[config.mk]
export PLATFORM = sky130hd
export DESIGN_NAME = transmissor_serial_2bits_flat
export DESIGN_NICKNAME = d
export VERILOG_FILES = /design/src/rtl/transmissor_serial_2bits_if.sv /design/src/rtl/transmissor_serial_2bits.sv /design/src/flat_wrapper.sv
export SDC_FILE = /design/constraint.sdc
export NUM_CORES = 1
export LEC_CHECK = 0
export CORE_MARGIN = 3
export CORE_UTILIZATION = 40
export DETAILED_ROUTE_END_ITERATION = 7
export GPL_TIMING_DRIVEN = 0
export PLACE_DENSITY = 0.71
export SYNTH_ARGS = -nofsm -noshare
export SYNTH_HDL_FRONTEND = slang
export SYNTH_SLANG_ARGS = --single-unit
export TNS_END_PERCENT = 5
[constraint.sdc]
create_clock -name clock -period 2.9 [get_ports clock]
set_input_delay 0.29 -clock clock [delete_from_list [all_inputs] [get_ports clock]]
set_output_delay 0.29 -clock clock [all_outputs]
set_load 0.1 [all_outputs]
[src/rtl/transmissor_serial_2bits_if.sv]
// Handshake and line signals of the 2-bit serial transmitter.
// The slave modport is the transmitter side; the master modport is the side that feeds it.
interface transmissor_serial_2bits_if;
    logic [1:0] data;
    logic       valido;
    logic       pronto;
    logic       ocupado;
    logic       saida_serial;
    logic       saida_serial_negada;
    logic       concluido;

    modport slave (
        input  data, valido,
        output pronto, ocupado, saida_serial, saida_serial_negada, concluido
    );

    modport master (
        output data, valido,
        input  pronto, ocupado, saida_serial, saida_serial_negada, concluido
    );
endinterface

[src/rtl/transmissor_serial_2bits.sv]
// Serial transmitter for a 2-bit word: START, data[0], data[1], even parity, STOP.
// Each symbol lasts DIVISOR clocks; all outputs are registered except the negated line.
module transmissor_serial_2bits #(
    parameter int unsigned DIVISOR = 4
) (
    input  logic                          clock,
    input  logic                          reset,
    transmissor_serial_2bits_if.slave     bus
);
    localparam int CW = (DIVISOR > 1) ? $clog2(DIVISOR) : 1;

    typedef enum logic [2:0] {
        OCIOSO, INICIO, BIT0, BIT1, PARIDADE, PARADA
    } estado_t;

    estado_t         state_q, state_d;
    logic [CW-1:0]   cnt_q, cnt_d;
    logic [1:0]      data_q, data_d;
    logic            saida_q, saida_d;
    logic            pronto_q, pronto_d;
    logic            ocupado_q, ocupado_d;
    logic            concluido_q, concluido_d;
    logic            fim;

    assign fim = (cnt_q == CW'(DIVISOR - 1));

    always_comb begin
        state_d     = state_q;
        cnt_d       = cnt_q;
        data_d      = data_q;
        saida_d     = 1'b1;
        pronto_d    = 1'b0;
        ocupado_d   = 1'b1;
        concluido_d = 1'b0;

        if (state_q == OCIOSO) begin
            if (bus.valido && pronto_q) begin
                state_d = INICIO;
                data_d  = bus.data;
                cnt_d   = '0;
            end
        end else if (fim) begin
            cnt_d = '0;
            case (state_q)
                INICIO:   state_d = BIT0;
                BIT0:     state_d = BIT1;
                BIT1:     state_d = PARIDADE;
                PARIDADE: state_d = PARADA;
                default:  state_d = OCIOSO;
            endcase
        end else begin
            cnt_d = cnt_q + CW'(1);
        end

        // Outputs are a function of the next state so they can be registered without lag.
        case (state_d)
            INICIO:   saida_d = 1'b0;
            BIT0:     saida_d = data_d[0];
            BIT1:     saida_d = data_d[1];
            PARIDADE: saida_d = data_d[0] ^ data_d[1];
            default:  saida_d = 1'b1;
        endcase
        pronto_d    = (state_d == OCIOSO);
        ocupado_d   = ~pronto_d;
        concluido_d = (state_q == PARADA) && (state_d == OCIOSO);
    end

    always_ff @(posedge clock or negedge reset) begin
        if (!reset) begin
            state_q     <= OCIOSO;
            cnt_q       <= '0;
            data_q      <= 2'b00;
            saida_q     <= 1'b1;
            pronto_q    <= 1'b1;
            ocupado_q   <= 1'b0;
            concluido_q <= 1'b0;
        end else begin
            state_q     <= state_d;
            cnt_q       <= cnt_d;
            data_q      <= data_d;
            saida_q     <= saida_d;
            pronto_q    <= pronto_d;
            ocupado_q   <= ocupado_d;
            concluido_q <= concluido_d;
        end
    end

    assign bus.saida_serial        = saida_q;
    assign bus.saida_serial_negada = ~saida_q;
    assign bus.pronto              = pronto_q;
    assign bus.ocupado             = ocupado_q;
    assign bus.concluido           = concluido_q;
endmodule

[src/flat_wrapper.sv]
// flat-port wrapper written by rule: the top's interface ports become plain ports
module transmissor_serial_2bits_flat 
#(
    parameter int unsigned DIVISOR = 4
)
  (clock, reset, bus_data, bus_valido, bus_pronto, bus_ocupado, bus_saida_serial, bus_saida_serial_negada, bus_concluido);
  transmissor_serial_2bits_if bus_i ();
  input  logic clock;
  input  logic reset;
  input wire logic [$bits(bus_i.data)-1:0] bus_data;
  input wire logic [$bits(bus_i.valido)-1:0] bus_valido;
  output wire logic [$bits(bus_i.pronto)-1:0] bus_pronto;
  output wire logic [$bits(bus_i.ocupado)-1:0] bus_ocupado;
  output wire logic [$bits(bus_i.saida_serial)-1:0] bus_saida_serial;
  output wire logic [$bits(bus_i.saida_serial_negada)-1:0] bus_saida_serial_negada;
  output wire logic [$bits(bus_i.concluido)-1:0] bus_concluido;
  assign bus_i.data = bus_data;
  assign bus_i.valido = bus_valido;
  assign bus_pronto = bus_i.pronto;
  assign bus_ocupado = bus_i.ocupado;
  assign bus_saida_serial = bus_i.saida_serial;
  assign bus_saida_serial_negada = bus_i.saida_serial_negada;
  assign bus_concluido = bus_i.concluido;
  transmissor_serial_2bits #(.DIVISOR(DIVISOR)) u_core (.clock(clock), .reset(reset), .bus(bus_i));
endmodule
==> results of run 1 <==
-- synthesized netlist by cell type, drive strengths merged, types with 2 or more instances --
cell type / instances
dfrtp: 9
inv: 6
o21ai: 4
a21oi: 3
nand3: 3
nor2b: 3
dfstp: 2
mux2: 2
xor2: 2
-- metrics by stage --
step                      std cells  utilization, %  setup WS (ns)  hold slack, ns  cell area [sq um]
final                            75           56.73         0.6825          0.3423              664.4
after floorplan                  48               -         0.7200       -0.005591              530.5
after CTS                        75           56.73         0.6686          0.3555              664.4
after global placement           71           54.49         0.8544          0.4847              638.1
after global routing             75           56.73         0.6448          0.3757              664.4
after detailed placement         71           54.49         0.8443          0.4877              638.1
-- kinds of logic (layout without fill, tap and decap cells) --
group / Yosys count / count (layout)
AO/OA/AOI/OAI: 12 / 12
XOR/XNOR: 2 / 2
adder cells (fa/ha/maj): 1 / 1
buffers and inverters: 6 / 19
flip-flops: 11 / 11
multiplexers: 3 / 3
AND/OR/NAND/NOR: 13 / 13
-- cell usage in the layout (no fill, tap or decap), types with 2 or more instances in the layout --
cell	instances
a21oi_1	3
clkbuf_4	3
clkdlybuf4s50_1	9
dfrtp_1	9
dfstp_2	2
inv_1	6
nand3_1	3
nor2b_1	2
o21ai_0	4
xor2_1	2
-- layer usage --
layer  part of all wire (%)  wire [microns]
met5                      0               0
met3                    5.6              54
met1                     44             428
met4                    3.7              36
met2                     46             447
-- final cells by class --
type                            count  area, sq um  share of cell area, %
Tap cell                           14        17.52                  2.637
Timing Repair Buffer                9        90.09                  13.56
Clock buffer                        4        26.28                  3.955
Multi-Input combinational cell     31        230.2                  34.65
Sequential cell                    11        277.8                  41.81
Inverter                            6        22.52                  3.390
-- worst paths after layout --
kind,from,to,slack (ns),cells past startpoint
worst max-delay path,u_core.bus.saida_serial,bus_saida_serial,0.68,1
worst min-delay path,reset,u_core.cnt_q[1],0.34,1
worst max register to register,u_core.state_q[1],u_core.bus.saida_serial,0.89,5
worst min register to register,u_core.cnt_q[0],u_core.cnt_q[0],0.49,1
max in group asynchronous,reset,u_core.bus.saida_serial,2.21,1
min in group clock,u_core.cnt_q[0],u_core.cnt_q[0],0.49,1
-- flip-flops by register name, indices dropped and copies added (netlist names) --
register	cells
u_core.bus.saida_serial	1
u_core.cnt_q	2
u_core.bus.pronto	1
u_core.bus.ocupado	1
u_core.bus.concluido	1
u_core.state_q	3
u_core.data_q	2
==> results.md, run 1 <==
- HPWL after detailed placement: 684.9 microns
- Critical path's slowest cell: clkdlybuf4s50_1
- Minimum clock period after layout: 2.217 ns
- Multiplexer area fraction after synthesis: 6.840%
- Net count after synthesis: 54
- Filler Cell Count: 107
- Slew Limit Headroom: 35.14%
- Seq/Total Area, Yosys: 52.36%
- Io pins: 10
- Final Hold Violating Endpoints: 0
- Clock network latency to the later pin of the worst-skew pair: 0.27 ns
- Number of standard cells after synthesis: 48
- Clock sink count: 11
- Area share of xor/xnor cells in the synthesized design: 3.302%
- Achievable clock frequency: 0.4510 GHz
- Post-CTS setup buffer count: 0
- Initial antenna violation count: 0
- Final estimated routing congestion in global placement: 0.7409
- Warnings, synthesis: 0
- Type of element capturing the critical path: output port
- Routed Antenna Nets: 0
- Critical path fanouts, max: 2
- Sum of buffers and inverters on the critical path: 1
- Synthesized-area fraction occupied by and/or/nand/nor cells: 16.75%
- Via count of the first global-routing pass: 387
- Cell types occupying the most area after synthesis: dfrtp_1 42%, dfstp_2 9.9%, inv_1 4.2%
- Wire length of the first global-routing pass: 1.656 mm
- Post-synth top area cell: dfrtp_1
- Fraction of the mapped netlist area in compound gates: 14.15%
- Share of the clock period used by the worst path: 76.47%
- Most frequently used flop master after synthesis: dfrtp_1
- Global route total overflow: 0
- Synthesized area per cell: 11.05 sq um
- Root buf cell: clkbuf_4
- Layer with the highest usage: met2
- Die boundary height: 42.42 microns
- Starting density of the core: 45.30%
- Main combinational cell family by area after synthesis: simple AND/OR/NAND/NOR gates
- Clock tree from TritonCTS: yes
- Cts-stage hold buffer count: 0
- Unrepaired setup endpoints after global routing: no
- Net count reported at finish: 68
- Setup total negative slack: 0 ns
- Count of pins over their slew limit: 0
- Data arrival time of the critical path: 1.93 ns
- Min-delay worst type: primary input to asynchronous set/reset pin
- FFs w/ async S/R, synth: 100.0%
- Required time at the endpoint of the critical path: 2.61 ns
- Fraction of layout instances using a drive strength above 1: 13.11%
- Area of the core: 1171 sq um
- Post-CTS clock slew at the launch and capture registers of the worst setup and hold paths: 0.07 ns
- Result of the run: finished, final reports clean
- Netlist area before placement: 530.5 sq um
- Delay of the slowest cell on the worst path: 1.12 ns
- Area of the die: 1799 sq um
- TritonCTS buffer count: 3
- Critical path's top delay family: buffers and inverters
- Std cell rows: 12
- Number of enable-type register cells in the synthesized netlist: 0
- Synthesized-area fraction occupied by adder cells: 2.358%
- Worst setup path class: flop to output port
- Synth-to-layout area growth: 25.24%
- Met1 Track Usage GR: 14.81%
- Largest net degree at the start of global routing: 12
- Maximum level of the CTS H-tree: 1
- CTS-repair resized insts: 0
- Final setup violation count: 0
- Flop and latch count out of synthesis: 11
- Total global-route track usage: 12.73%
- Detail-routed net length per standard cell: 12.88 microns
- Cell breakdown of the critical path: clkdlybuf4s50_1
- Detailed Route Iter0 Violations: 2
- Area share of the largest cell type after synthesis: 42.45%
- DRC violation count after routing: 0
- Total vias in the final route: 401
- Number of vias per cell: 5.347
- Max-Cap Viols: 0
- Grt met2 use: 18.84%
- Met3 usage in global routing: 4.721%
- Antenna diode count: 0
- Count of buffers from port buffering: 9
- Count of TritonRoute iterations in the first routing pass: 4
- Post-Route Skew: 0.003018 ns
- Wire length reported by the detailed router: 966 microns
- Die extent in x: 42.42 microns
- Worst-case clock buffer depth: 2
- Count of different cell masters after synthesis: 25
- Transition time of the tightest slew-check pin: 0.9699 ns
- Startpoint types: flop
Power of run 1 is left out: the tool's default activity adds up to more than one toggle a clock period on the data nets, which glitch-free logic cannot reach.
==> inputs of run 2 (changes only) <==
- PLACE_DENSITY: 0.71 -> 0.73
- clock period: 2.9 -> 2.01 ns (I/O delays scaled with it)
==> results.md, run 2 (synthesized netlist as in run 1, its figures left out) <==
- Min-delay worst type: primary input to asynchronous set/reset pin
- Maximum level of the CTS H-tree: 1
- Antenna diode count: 0
- Via count of the first global-routing pass: 383
- Detail-routed net length per standard cell: 13.24 microns
- Area of the die: 1799 sq um
- Highest-count cells in the layout ignoring fill and taps: 9 x dfrtp_1, 6 x inv_1, 6 x clkdlybuf4s50_1
- DRC violation count after routing: 0
- Final Hold Violating Endpoints: 0
- Max-Cap Viols: 0
- Wire length reported by the detailed router: 1.006 mm
- Largest reg by FF count: u_core.state_q
- Clock sink count: 11
- Max FFs per register: 3
- Number of placed instances, taps included: 71
- Startpoint types: flop
- Initial antenna violation count: 0
- Synth-to-layout area growth: 29.01%
- Critical path's slowest cell: dlygate4sd2_1
- Worst-case clock buffer depth: 2
- Filler Cell Count: 107
- Root buf cell: clkbuf_4
- Cell breakdown of the critical path: dlygate4sd2_1
- Achievable clock frequency: 0.5152 GHz
- Total vias in the final route: 395
- Data arrival time of the critical path: 1.74 ns
- Transition time of the tightest slew-check pin: 0.9723 ns
- Tightest hold margin: 0.2603 ns
- Post-Route Skew: 0.006589 ns
- Delay of the slowest cell on the worst path: 0.85 ns
- Result of the run: finished, final reports clean
- Clock tree from TritonCTS: yes
- Cts-stage hold buffer count: 0
- Std cell rows: 12
- Routed Antenna Nets: 0
- Clock network latency to the later pin of the worst-skew pair: 0.27 ns
- Count of TritonRoute iterations in the first routing pass: 2
- Placement-stage cell area: 644.4 sq um
- Fraction of layout instances using a drive strength above 1: 17.74%
- TritonCTS buffer count: 3
- Io pins: 10
- Die extent in x: 42.42 microns
- Leading cell type in the layout, fill and taps excluded: dfrtp_1
- HPWL after detailed placement: 699.5 microns
- Area of the core: 1171 sq um
- Post-CTS clock slew at the launch and capture registers of the worst setup and hold paths: 0.07 ns
- Sum of buffers and inverters on the critical path: 1
- Total global-route track usage: 13.46%
- Type of element capturing the critical path: output port
- Worst setup path class: flop to output port
- Final estimated routing congestion in global placement: 0.7266
- Net count reported at finish: 69
- Unrepaired setup endpoints after global routing: no
- Minimum clock period after layout: 1.941 ns
- Non-filler cells, final: 76
- Largest net degree at the start of global routing: 12
- Wire length of the first global-routing pass: 1.725 mm
- Setup total negative slack: 0 ns
- Count of pins over their slew limit: 0
- Detailed Route Iter0 Violations: 2
- Starting density of the core: 45.30%
- Critical path's top delay family: buffers and inverters
- Critical path fanouts, max: 2
- Count of buffers from port buffering: 9
- Required time at the endpoint of the critical path: 1.81 ns
- Share of the clock period used by the worst path: 96.57%
- Number of vias per cell: 5.197
- Die boundary height: 42.42 microns
- Post-route design area: 684.4 sq um
- Largest registers: u_core.state_q (3), u_core.cnt_q (2), u_core.data_q (2)
- Slew Limit Headroom: 35.44%
- Final setup violation count: 0
- Global route total overflow: 0
[run 2: cell types whose count changed in the layout (fill, tap and decap cells not counted), sizes merged]
cell and delta:
buf +1, dlygate4sd2 +3, clkdlybuf4s50 -3
[run 2: repair_timing]
action,in CTS,in global routing
pin swaps,0,1
buffers inserted,0,1
resized for setup,4,1
endpoints found under the setup margin,4,1
[run 2: per-stage QoR]
step                utilization [%]  setup slack (ns)
floorplan                         -           0.01315
global placement              55.02           0.04245
detailed placement            55.02          0.004447
CTS                           57.48           0.04837
global route                  58.44           0.01341
finish                        58.44           0.06888
[run 2: area by class of cell]
type / count / area, sq um / share of cell area, %
sequential: 11 / 281.5 / 41.13
timing repair buffer: 10 / 93.84 / 13.71
clock buffer: 4 / 26.28 / 3.839
tap: 14 / 17.52 / 2.559
multi-input combinational: 31 / 242.7 / 35.47
inverter: 6 / 22.52 / 3.291
[run 2: final timing paths]
path | start | end | slack (ns) | cells past startpoint
setup / recovery | u_core.bus.pronto | bus_pronto | 0.07 | 1
hold / removal | reset | u_core.bus.concluido | 0.26 | 1
setup reg to reg | u_core.state_q[2] | u_core.bus.saida_serial | 0.09 | 5
hold reg to reg | u_core.cnt_q[0] | u_core.cnt_q[0] | 0.49 | 1
max in group asynchronous | reset | u_core.bus.saida_serial | 1.39 | 1
min in group clock | u_core.cnt_q[0] | u_core.cnt_q[0] | 0.49 | 1
[run 2: per-layer routing]
metal	GRT usage, %	part of all wire (%)	vias to the layer above
li1	-	-	197
met1	13.83	39	190
met2	22.19	54	6
met3	7.725	5.1	2
met4	5.590	1.5	0
met5	0	0	-
Power of run 2 is left out for the same reason.
==> inputs of run 3 (changes only) <==
- CAP_MARGIN: unset -> 10
==> results of run 3 <==
Same layout as run 2: the final DEF is identical, and so are final timing and power.
Power of run 3 is left out for the same reason.
